## config.mk

```make
export PLATFORM = sky130hd
export DESIGN_NAME = player_hit_judge
export DESIGN_NICKNAME = d
export VERILOG_FILES = /design/src/rtl/game_pkg.sv /design/src/rtl/aabb_overlap.sv /design/src/rtl/player_hit_judge.sv
export SDC_FILE = /design/constraint.sdc
export NUM_CORES = 1
export LEC_CHECK = 0
export CORE_MARGIN = 4
export CORE_UTILIZATION = 30
export DETAILED_ROUTE_END_ITERATION = 7
export MAX_ROUTING_LAYER = met4
export PLACE_DENSITY = 0.5
export SLEW_MARGIN = 20
export SYNTH_ARGS = -nofsm -noshare
export SYNTH_HDL_FRONTEND = slang
export SYNTH_SLANG_ARGS = --single-unit
```

## constraint.sdc

```tcl
create_clock -name clk -period 2.4 [get_ports clk]
set_input_delay 0.24 -clock clk [delete_from_list [all_inputs] [get_ports clk]]
set_output_delay 0.24 -clock clk [all_outputs]
set_load 0.01 [all_outputs]
```

## src/rtl/game_pkg.sv

```systemverilog
// Shared game constants: coordinate width, sprite sizes and the player FSM state codes.
package game_pkg;

    localparam int COORD_W  = 10;

    // Sprite sizes shared with the renderer and the enemy-plane judge.
    localparam int PLANE_W  = 50;
    localparam int PLANE_H  = 50;
    localparam int BULLET_W = 10;
    localparam int BULLET_H = 10;

    // Player state codes; plain constants keep older modules that compare raw codes happy.
    typedef logic [1:0] state_t;
    localparam state_t ST_ALIVE     = 2'd0;
    localparam state_t ST_INVULN    = 2'd1;
    localparam state_t ST_BOOM      = 2'd2;
    localparam state_t ST_GAME_OVER = 2'd3;

endpackage

```

## src/rtl/aabb_overlap.sv

```systemverilog
// Axis-aligned rectangle overlap test between rectangle A (the plane) and rectangle B
// (a bullet). Arithmetic is one bit wider than the coordinates so right/bottom edges
// near the screen limit never wrap. Touching edges do not count as overlap.
module aabb_overlap
#(
    parameter int A_W = game_pkg::PLANE_W,
    parameter int A_H = game_pkg::PLANE_H,
    parameter int B_W = game_pkg::BULLET_W,
    parameter int B_H = game_pkg::BULLET_H
)(
    input  logic [game_pkg::COORD_W-1:0] ax_i,
    input  logic [game_pkg::COORD_W-1:0] ay_i,
    input  logic [game_pkg::COORD_W-1:0] bx_i,
    input  logic [game_pkg::COORD_W-1:0] by_i,
    input  logic                         en_i,
    output logic                         hit_o
);
    import game_pkg::*;

    localparam int EW = COORD_W + 1;

    logic [EW-1:0] ax, ay, bx, by;

    assign ax = {1'b0, ax_i};
    assign ay = {1'b0, ay_i};
    assign bx = {1'b0, bx_i};
    assign by = {1'b0, by_i};

    assign hit_o = en_i
                 & (bx + EW'(B_W) > ax) & (bx < ax + EW'(A_W))
                 & (by + EW'(B_H) > ay) & (by < ay + EW'(A_H));

endmodule

```

## src/rtl/player_hit_judge.sv

```systemverilog
// Player-plane versus enemy-bullet judge: clears bullets that hit, takes one life per
// hit cycle and sequences invulnerability, explosion and game-over for the renderer.
module player_hit_judge
#(
    parameter int N_BULLETS     = 4,
    parameter int PLANE_W       = game_pkg::PLANE_W,
    parameter int PLANE_H       = game_pkg::PLANE_H,
    parameter int BULLET_W      = game_pkg::BULLET_W,
    parameter int BULLET_H      = game_pkg::BULLET_H,
    parameter int START_LIVES   = 3,
    parameter int INVULN_FRAMES = 60,
    parameter int BOOM_FRAMES   = 30
)(
    input  logic                                   clk,
    input  logic                                   rst,
    input  logic                                   tick,
    input  logic [game_pkg::COORD_W-1:0]           pp_x,
    input  logic [game_pkg::COORD_W-1:0]           pp_y,
    input  logic [game_pkg::COORD_W*N_BULLETS-1:0] eb_x,
    input  logic [game_pkg::COORD_W*N_BULLETS-1:0] eb_y,
    input  logic [N_BULLETS-1:0]                   eb_en,
    input  logic                                   restart,
    output logic [N_BULLETS-1:0]                   eb_kill,
    output logic                                   hit,
    output logic [2:0]                             lives,
    output logic                                   invuln,
    output logic                                   plane_visible,
    output logic                                   boom,
    output logic                                   game_over
);
    import game_pkg::*;

    localparam int CW = COORD_W;

    logic [N_BULLETS-1:0] ovl;

    state_t               state_q, state_d;
    logic [2:0]           lives_q, lives_d;
    logic [7:0]           cnt_q,   cnt_d;
    logic [N_BULLETS-1:0] kill_q,  kill_d;
    logic                 hit_q,   hit_d;

    generate
        for (genvar i = 0; i < N_BULLETS; i++) begin : g_slot
            aabb_overlap #(
                .A_W (PLANE_W),
                .A_H (PLANE_H),
                .B_W (BULLET_W),
                .B_H (BULLET_H)
            ) u_ovl (
                .ax_i  (pp_x),
                .ay_i  (pp_y),
                .bx_i  (eb_x[i*CW +: CW]),
                .by_i  (eb_y[i*CW +: CW]),
                .en_i  (eb_en[i]),
                .hit_o (ovl[i])
            );
        end
    endgenerate

    // Next-state: collisions only matter in ALIVE; a tick landing on a hit is absorbed by
    // the fresh counter load, so the following state always lasts the full frame count.
    always_comb begin
        state_d = state_q;
        lives_d = lives_q;
        cnt_d   = cnt_q;
        kill_d  = '0;
        hit_d   = 1'b0;
        case (state_q)
            ST_ALIVE: begin
                if (|ovl) begin
                    kill_d = ovl;
                    hit_d  = 1'b1;
                    if (lives_q > 3'd1) begin
                        lives_d = lives_q - 3'd1;
                        cnt_d   = 8'(INVULN_FRAMES);
                        state_d = ST_INVULN;
                    end else begin
                        lives_d = 3'd0;
                        cnt_d   = 8'(BOOM_FRAMES);
                        state_d = ST_BOOM;
                    end
                end
            end
            ST_INVULN: begin
                if (tick) begin
                    cnt_d = cnt_q - 8'd1;
                    if (cnt_q == 8'd1) state_d = ST_ALIVE;
                end
            end
            ST_BOOM: begin
                if (tick) begin
                    cnt_d = cnt_q - 8'd1;
                    if (cnt_q == 8'd1) state_d = ST_GAME_OVER;
                end
            end
            default: begin
                if (restart) begin
                    lives_d = 3'(START_LIVES);
                    cnt_d   = 8'd0;
                    state_d = ST_ALIVE;
                end
            end
        endcase
    end

    // State, lives, frame counter and the one-cycle kill/hit pulses.
    always_ff @(posedge clk or posedge rst) begin
        if (rst) begin
            state_q <= ST_ALIVE;
            lives_q <= 3'(START_LIVES);
            cnt_q   <= 8'd0;
            kill_q  <= '0;
            hit_q   <= 1'b0;
        end else begin
            state_q <= state_d;
            lives_q <= lives_d;
            cnt_q   <= cnt_d;
            kill_q  <= kill_d;
            hit_q   <= hit_d;
        end
    end

    assign eb_kill   = kill_q;
    assign hit       = hit_q;
    assign lives     = lives_q;
    assign invuln    = (state_q == ST_INVULN);
    assign boom      = (state_q == ST_BOOM);
    assign game_over = (state_q == ST_GAME_OVER);

    // Blink during invulnerability: counter bit 2 toggles every four ticks.
    assign plane_visible = (state_q == ST_INVULN) ? ~cnt_q[2] : (state_q != ST_GAME_OVER);

endmodule

```

* Word-level counts from Yosys, hierarchy flattened
Index checks and enable logic that the tools add are counted.
** Storage, ports and cells
- Bits in registers :: 18
- Word-level logic and storage cells :: 94
** Cells by class
- Equal/unequal tests :: 11
- $lt $le $gt $ge :: 17
- Bitwise operators :: 18
- Reduce and logical (&&, ||, !) cells :: 9
- Multiplexer cells :: 22
- Add/sub/neg operators :: 12
** Operators by type and width (count)
- adder 10 x 4 -> 11 bit, second input constant :: 8
- greater-than comparator 11 x 10 -> 1 bit :: 8
- less-than comparator 10 x 11 -> 1 bit :: 8
- two-way mux 8 bit :: 3
- adder 10 x 6 -> 11 bit, second input constant :: 2
- bitwise AND 1 bit :: 16
- one-hot mux 8 bit (2 select lines) :: 1
- two-way mux 2 bit :: 7
- two-way mux 3 bit :: 3
- == test 8 x 1 -> 1 bit, second input constant :: 1
- two-way mux 4 bit :: 2
- != test 2 bit, second input constant :: 4
- subtractor 8 x 1 -> 8 bit, second input constant :: 1
- two-way mux 6 bit :: 1
- != test 2 x 1 -> 1 bit, second input constant :: 3
- one-hot mux 2 bit (3 select lines) :: 1
- one-hot mux 3 bit (2 select lines) :: 1
- AND reduction 3 bit :: 2
- AND reduction 6 bit :: 1
- == test 2 bit, second input constant :: 2
- nonzero test 4 bit :: 1
- OR reduction 4 bit :: 1
- greater-than comparator 3 x 1 -> 1 bit, second input constant :: 1
- two-way mux 1 bit :: 3
- 7 further kinds :: 8

* Logic depth before layout (Yosys ltp)
- Word-level depth :: 9
- Depth in mapped cells :: 16
- Gate-level depth less buffers :: 15

* Cells and area by module
From an unflattened synthesis, not the netlist that was laid out.
** Unflattened totals
- Cells, all modules :: 869
- Area total of the unflattened synthesis :: 6805.3 sq um
** By module, submodules not included
- aabb_overlap (g_slot[1].u_ovl ...) :: cells each 190, area each 1441.4 sq um, seq. area each 0.0 sq um, times used 2
- aabb_overlap (g_slot[0].u_ovl ...) :: cells each 191, area each 1406.3 sq um, seq. area each 0.0 sq um, times used 2
- player_hit_judge :: cells each 107, area each 1109.8 sq um, seq. area each 452.9 sq um, times used 1

* Least setup slack after synthesis
OpenSTA, ideal clock, no wires.
- Kind :: input to register
- Start point :: in pp_y[1] (netlist name)
- End point :: reg cnt_q[6]
- Slack :: -1.005 ns
- Library setup time :: 0.129 ns
- Stages on the path :: 16
- Data required time :: 2.271 ns
- Buffers on the path :: 1
- Arrival :: 3.276 ns
- Cell sequence :: ha_1 a21oi_1 nand2_1 nand4_1 xnor2_1 ha_1 a2111oi_2 o21ai_1 o211a_1 a2111oi_4 nand4_2 and3_4 a21o_4 buf_6 o21ai_1 o41ai_2
** Between the ends
- Cells in the longest elaborated chain, start to end :: 6
- Elaborated cells on any way between the ends :: 20
** Ends and longest elaborated chain
- from (decl) :: RTL line player_hit_judge.sv:18 : input logic [game_pkg::COORD_W-1:0] pp_y,
- adder 10 x 6 -> 11 bit / greater-than comparator 11 x 10 -> 1 bit (equally long branches) :: RTL line aabb_overlap.sv:31 : & (by + EW'(B_H) > ay) & (by < ay + EW'(A_H));
- less-than comparator 10 x 11 -> 1 bit / bitwise AND 1 bit (equally long branches) :: RTL line aabb_overlap.sv:31
- bitwise AND 1 bit :: RTL line aabb_overlap.sv:31
- OR reduction 4 bit (*) :: RTL line player_hit_judge.sv:71 : if (|ovl) begin
- != test 2 bit (no line) (*)
- AND reduction 3 bit (no line) (*)
- to (signal assigned) :: RTL line player_hit_judge.sv:118 : cnt_q <= cnt_d;
- to (decl) :: RTL line player_hit_judge.sv:39 : logic [7:0] cnt_q, cnt_d;
Every way passes the cells marked *; elsewhere a longest branch is shown, timed or not.
A chain may end at the register's enable or synchronous reset.

* Final worst setup path
- Start point :: in pp_x[5] (netlist name)
- End point :: reg state_q[0]
** Between the ends
- Cells in the longest elaborated chain, start to end :: 8
- Elaborated cells on any way between the ends :: 28
** Ends and longest elaborated chain
- from (decl) :: RTL line player_hit_judge.sv:17 : input logic [game_pkg::COORD_W-1:0] pp_x,
- adder 10 x 6 -> 11 bit / greater-than comparator 11 x 10 -> 1 bit (equally long branches) :: RTL line aabb_overlap.sv:30 : & (bx + EW'(B_W) > ax) & (bx < ax + EW'(A_W))
- less-than comparator 10 x 11 -> 1 bit / bitwise AND 1 bit (equally long branches) :: RTL line aabb_overlap.sv:30
- bitwise AND 1 bit :: RTL line aabb_overlap.sv:30
- bitwise AND 1 bit (2 in a row) :: RTL line aabb_overlap.sv:31
- OR reduction 4 bit (*) :: RTL line player_hit_judge.sv:71
- != test 2 bit (no line) (*)
- AND reduction 6 bit (no line) (*)
- to (signal assigned) :: RTL line player_hit_judge.sv:116 : state_q <= state_d;
- to (decl) :: RTL line player_hit_judge.sv:37 : state_t state_q, state_d;
Marked as above.

==> metrics.txt <==
Final ANT Viol Nets=0; multiplexer share of the synthesized area=0.343%; Vias=6,656; slew of the pin with the lowest slew margin=0.711 ns; Lkg Pwr=around 4.9 nW; ys async rst share=100%; pre-CTS setup slack=-1.50 ns; Initial Utilization=30.9%; proportion of layout cells with a drive suffix above 1=37.7%; DP Area=between 9000 and 10,000 sq um; Layout Cells excl Fill=1,345; pwr dens=417 nW/um^2; Sw Pwr=1.91 mW; GR Overflow Total=0; Comb pwr share=79.4%; ranking of synthesized cells by area=ha_1 36%, xnor2_1 8.4%, dfrtp_1 6.9%; Synth Area per Inst=8.14 sq um; achievable frequency=roughly 330 MHz; power consumption=4.22 mW; number of hold buffers added after cts=0; Port Buffers=119; peak supply drop=roughly 0.40 mV; Pre-antenna DRT Iters=5; setup violators final=17; final net count=approximately 1.4k; vias in the first global route=around 6.8k; DRT iter0 DRCs=247; Core ar.=18,900 sq um; reg2reg end=cnt_q[5]; RSZ-0062 raised after global routing=yes; violated checks=negative setup slack; final worst-path setup slack=-0.670 ns; xor/xnor cell area share of the yosys netlist=10.5%; clock latency on the worst-skew pair=roughly 0.25 ns; DR vias/cell=between 4 and 5; Pins Over Slew Limit=0; Reg2Reg Depth=6; Worst Path Max Fanout=6; Critical Path Slowest Stage Cell=a41oi_4; endpoint type of the worst setup path=register; Sw Ratio=a little under half; CTS tree=built; Die Ht=~150 um; Worst Skew=0.00176 ns; Reg area=453 sq um; status=complete, but fails checks; Setup crit start kind=primary input; CP dominant cell by count=buf_4; CP Class=primary input to register; Mapped Area=5840 sq um; Post-Route WL=21.6 mm; first-pass GRT wire length=34.1 mm; Post-synth EDFFs=0; H-tree depth=1; Top Ports=120; clk sinks=18; sequential area share after synthesis=roughly 7.8%; clock transition at the registers of the reported paths=0.06 ns; drt drc=0; dominant cell by count in the synthesized netlist=ha_1; Post-Syn Nets=around 1,000; MaxCap Viol Count=0; commonest cells in the netlist=170 x ha_1, 62 x nor2_1, 56 x xnor2_1, 52 x inv_1, 40 x o21ai_0; crit path time final=3.07 ns; fin crit share=128%; Synth area leader=ha_1; min-delay worst type=primary input to asynchronous set/reset pin; flops & latches, synth=18; Final TNS setup=-9.02 ns; worst reg2reg startpoint=state_q[0]; largest net degree at the start of global routing=19; Pint=around 2.3 mW; Slowest Stage Delay on Critical Path=0.30 ns; Synth Flop Type=dfrtp_1; Root Buffer=clkbuf_16; P&R area growth vs syn=73.6%; gr usage total=19.6%; Placer Congestion=0.868; critical path data required time=approximately 2.6 ns; Simple-Gate Fraction of Synth Area=between 10% and 20%; cell count after placement=between 1k and 1.5k; Yosys top cell area share=36.4%; Yosys warnings=0; count of cell types in the netlist=67; Synth Area in Adders=a little over a third; Die W=147 um; post-route cell area=around 10,000 sq um; Compound-Gate Fraction of Synth Area=approximately 22%; Clock Power Share=8.9%; reg2reg setup slack=0.40 ns; die area=21,700 sq um; Sequential Power Share=11.7%; relative slew slack=52.6%; final hold violation count=0; initial antenna violation count=0; number of CTS-inserted buffers=3; FILL cells=roughly 1.8k; WL per Instance=16.1 um; DP HPWL=18.0 mm; std cell rows=50; CP Cell Sequence=dlygate4sd2_1 > a311oi_2 > buf_4 > nor3_4 > xnor2_2 > buf_4 > buf_4 > ha_4 > o211ai_1 > a21oi_1 > o21ai_1 > a21oi_2 > a2111oi_4 > buf_4 > a41oi_4 > buf_12 > nand3_4 > a21oi_2 > a2bb2oi_2; Post-Synthesis Cells=717; WP data arrival=3.25 ns; Max Buffers Root-to-Sink=2; number of diodes=0; multi-input logic area=5980 sq um; main combinational cell family by area after synthesis=adder cells
## kinds of logic after synthesis
kind of cell             Yosys count
AND/OR/NAND/NOR                  216
XOR/XNOR                          70
buffers and inverters             55
multiplexers                       2
AO/OA/AOI/OAI                    186
adder cells (fa/ha/maj)          170
flip-flops                        18
## critical path, delay by kind of cell
family / cells / cell delay (ns)
compound gates: 9 / 1.39
xor+xnor: 1 / 0.16
fa+ha+maj: 1 / 0.26
buf+inv: 6 / 1.05
simple gates: 2 / 0.16
## per-stage QoR
stage               util [%]  hold WS (ns)
detailed placement      48.1         0.479
CTS                     51.2         0.429
global placement        48.1         0.467
floorplan                  -         0.177
finish                  53.6         0.399
global route            53.6         0.476
## power groups by stage
| stage | Combinational (mW) | Sequential [mW] | Clock, mW |
|---|---|---|---|
| floorplan | 1.67 | 0.474 | 0 |
| global placement | 2.84 | 0.489 | 0 |
| detailed placement | 2.84 | 0.492 | 0 |
| CTS | 3.12 | 0.486 | 0.381 |
| global route | 3.71 | 0.510 | 0.394 |
| finish | 3.35 | 0.494 | 0.377 |
## layout by cell type, fill, tap and decap left out, drive strengths merged, types with 5 or more instances in the layout
cell type and count:
nor3 22, o211ai 10, and3 15, nand4 19, dfrtp 16, nor2 62
nand2 34, a211oi 21, clkdlybuf4s50 54, clkbuf 7, nand2b 7, nand3 27
and4 5, o2111ai 9, dlymetal6s2s 11, o21ai 48, a21o 15, xnor2 56
clkdlybuf4s15 6, a2111oi 5, inv 52, ha 170, xor2 14, buf 268
dlygate4sd2 24, a21oi 38
## sequential cells by signal, summed over array words and instances, names as in the netlist
signal,flops
cnt_q,8
eb_kill,4
hit,1
lives,3
state_q,2
## area by class of cell
type / count / area share, %
multi-input cells: 645 / 59.0
repair buffers: 366 / 30.5
clock buffers: 4 / 0.877
flip-flops and latches: 18 / 4.47
inverters: 52 / 1.95
well taps: 260 / 3.21
## worst max path at each step
| stage | cells after the start | from | end | slack (ns) |
|---|---|---|---|---|
| 3_5_place_dp | 15 | pp_y[1] | cnt_q[4] | -1.50 |
| 2_1_floorplan | 15 | pp_y[1] | cnt_q[6] | -0.70 |
| 3_3_place_gp | 15 | pp_y[1] | cnt_q[4] | -1.43 |
| 4_1_cts | 15 | pp_y[1] | cnt_q[4] | -0.77 |
| 6_report | 19 | pp_x[5] | state_q[0] | -0.67 |
| 5_1_grt | 19 | pp_x[4] | state_q[0] | -0.83 |
## layer usage
layer / share of wire [%] / GRT usage, %
met5: 0 / -
met2: 49 / 33.5
met1: 48 / 26.8
met4: 1.2 / 2.61
met3: 1.6 / 0.490
## what timing repair did
item / CTS / global route
pin swaps: 74 / 81
endpoints found under the hold margin: 0 / 0
gates cloned: 1 / 0
endpoints found under the setup margin: 18 / 18
buffers inserted: 27 / 11
gates resized for setup: 228 / 95
Power figures use the tool's default switching activity.
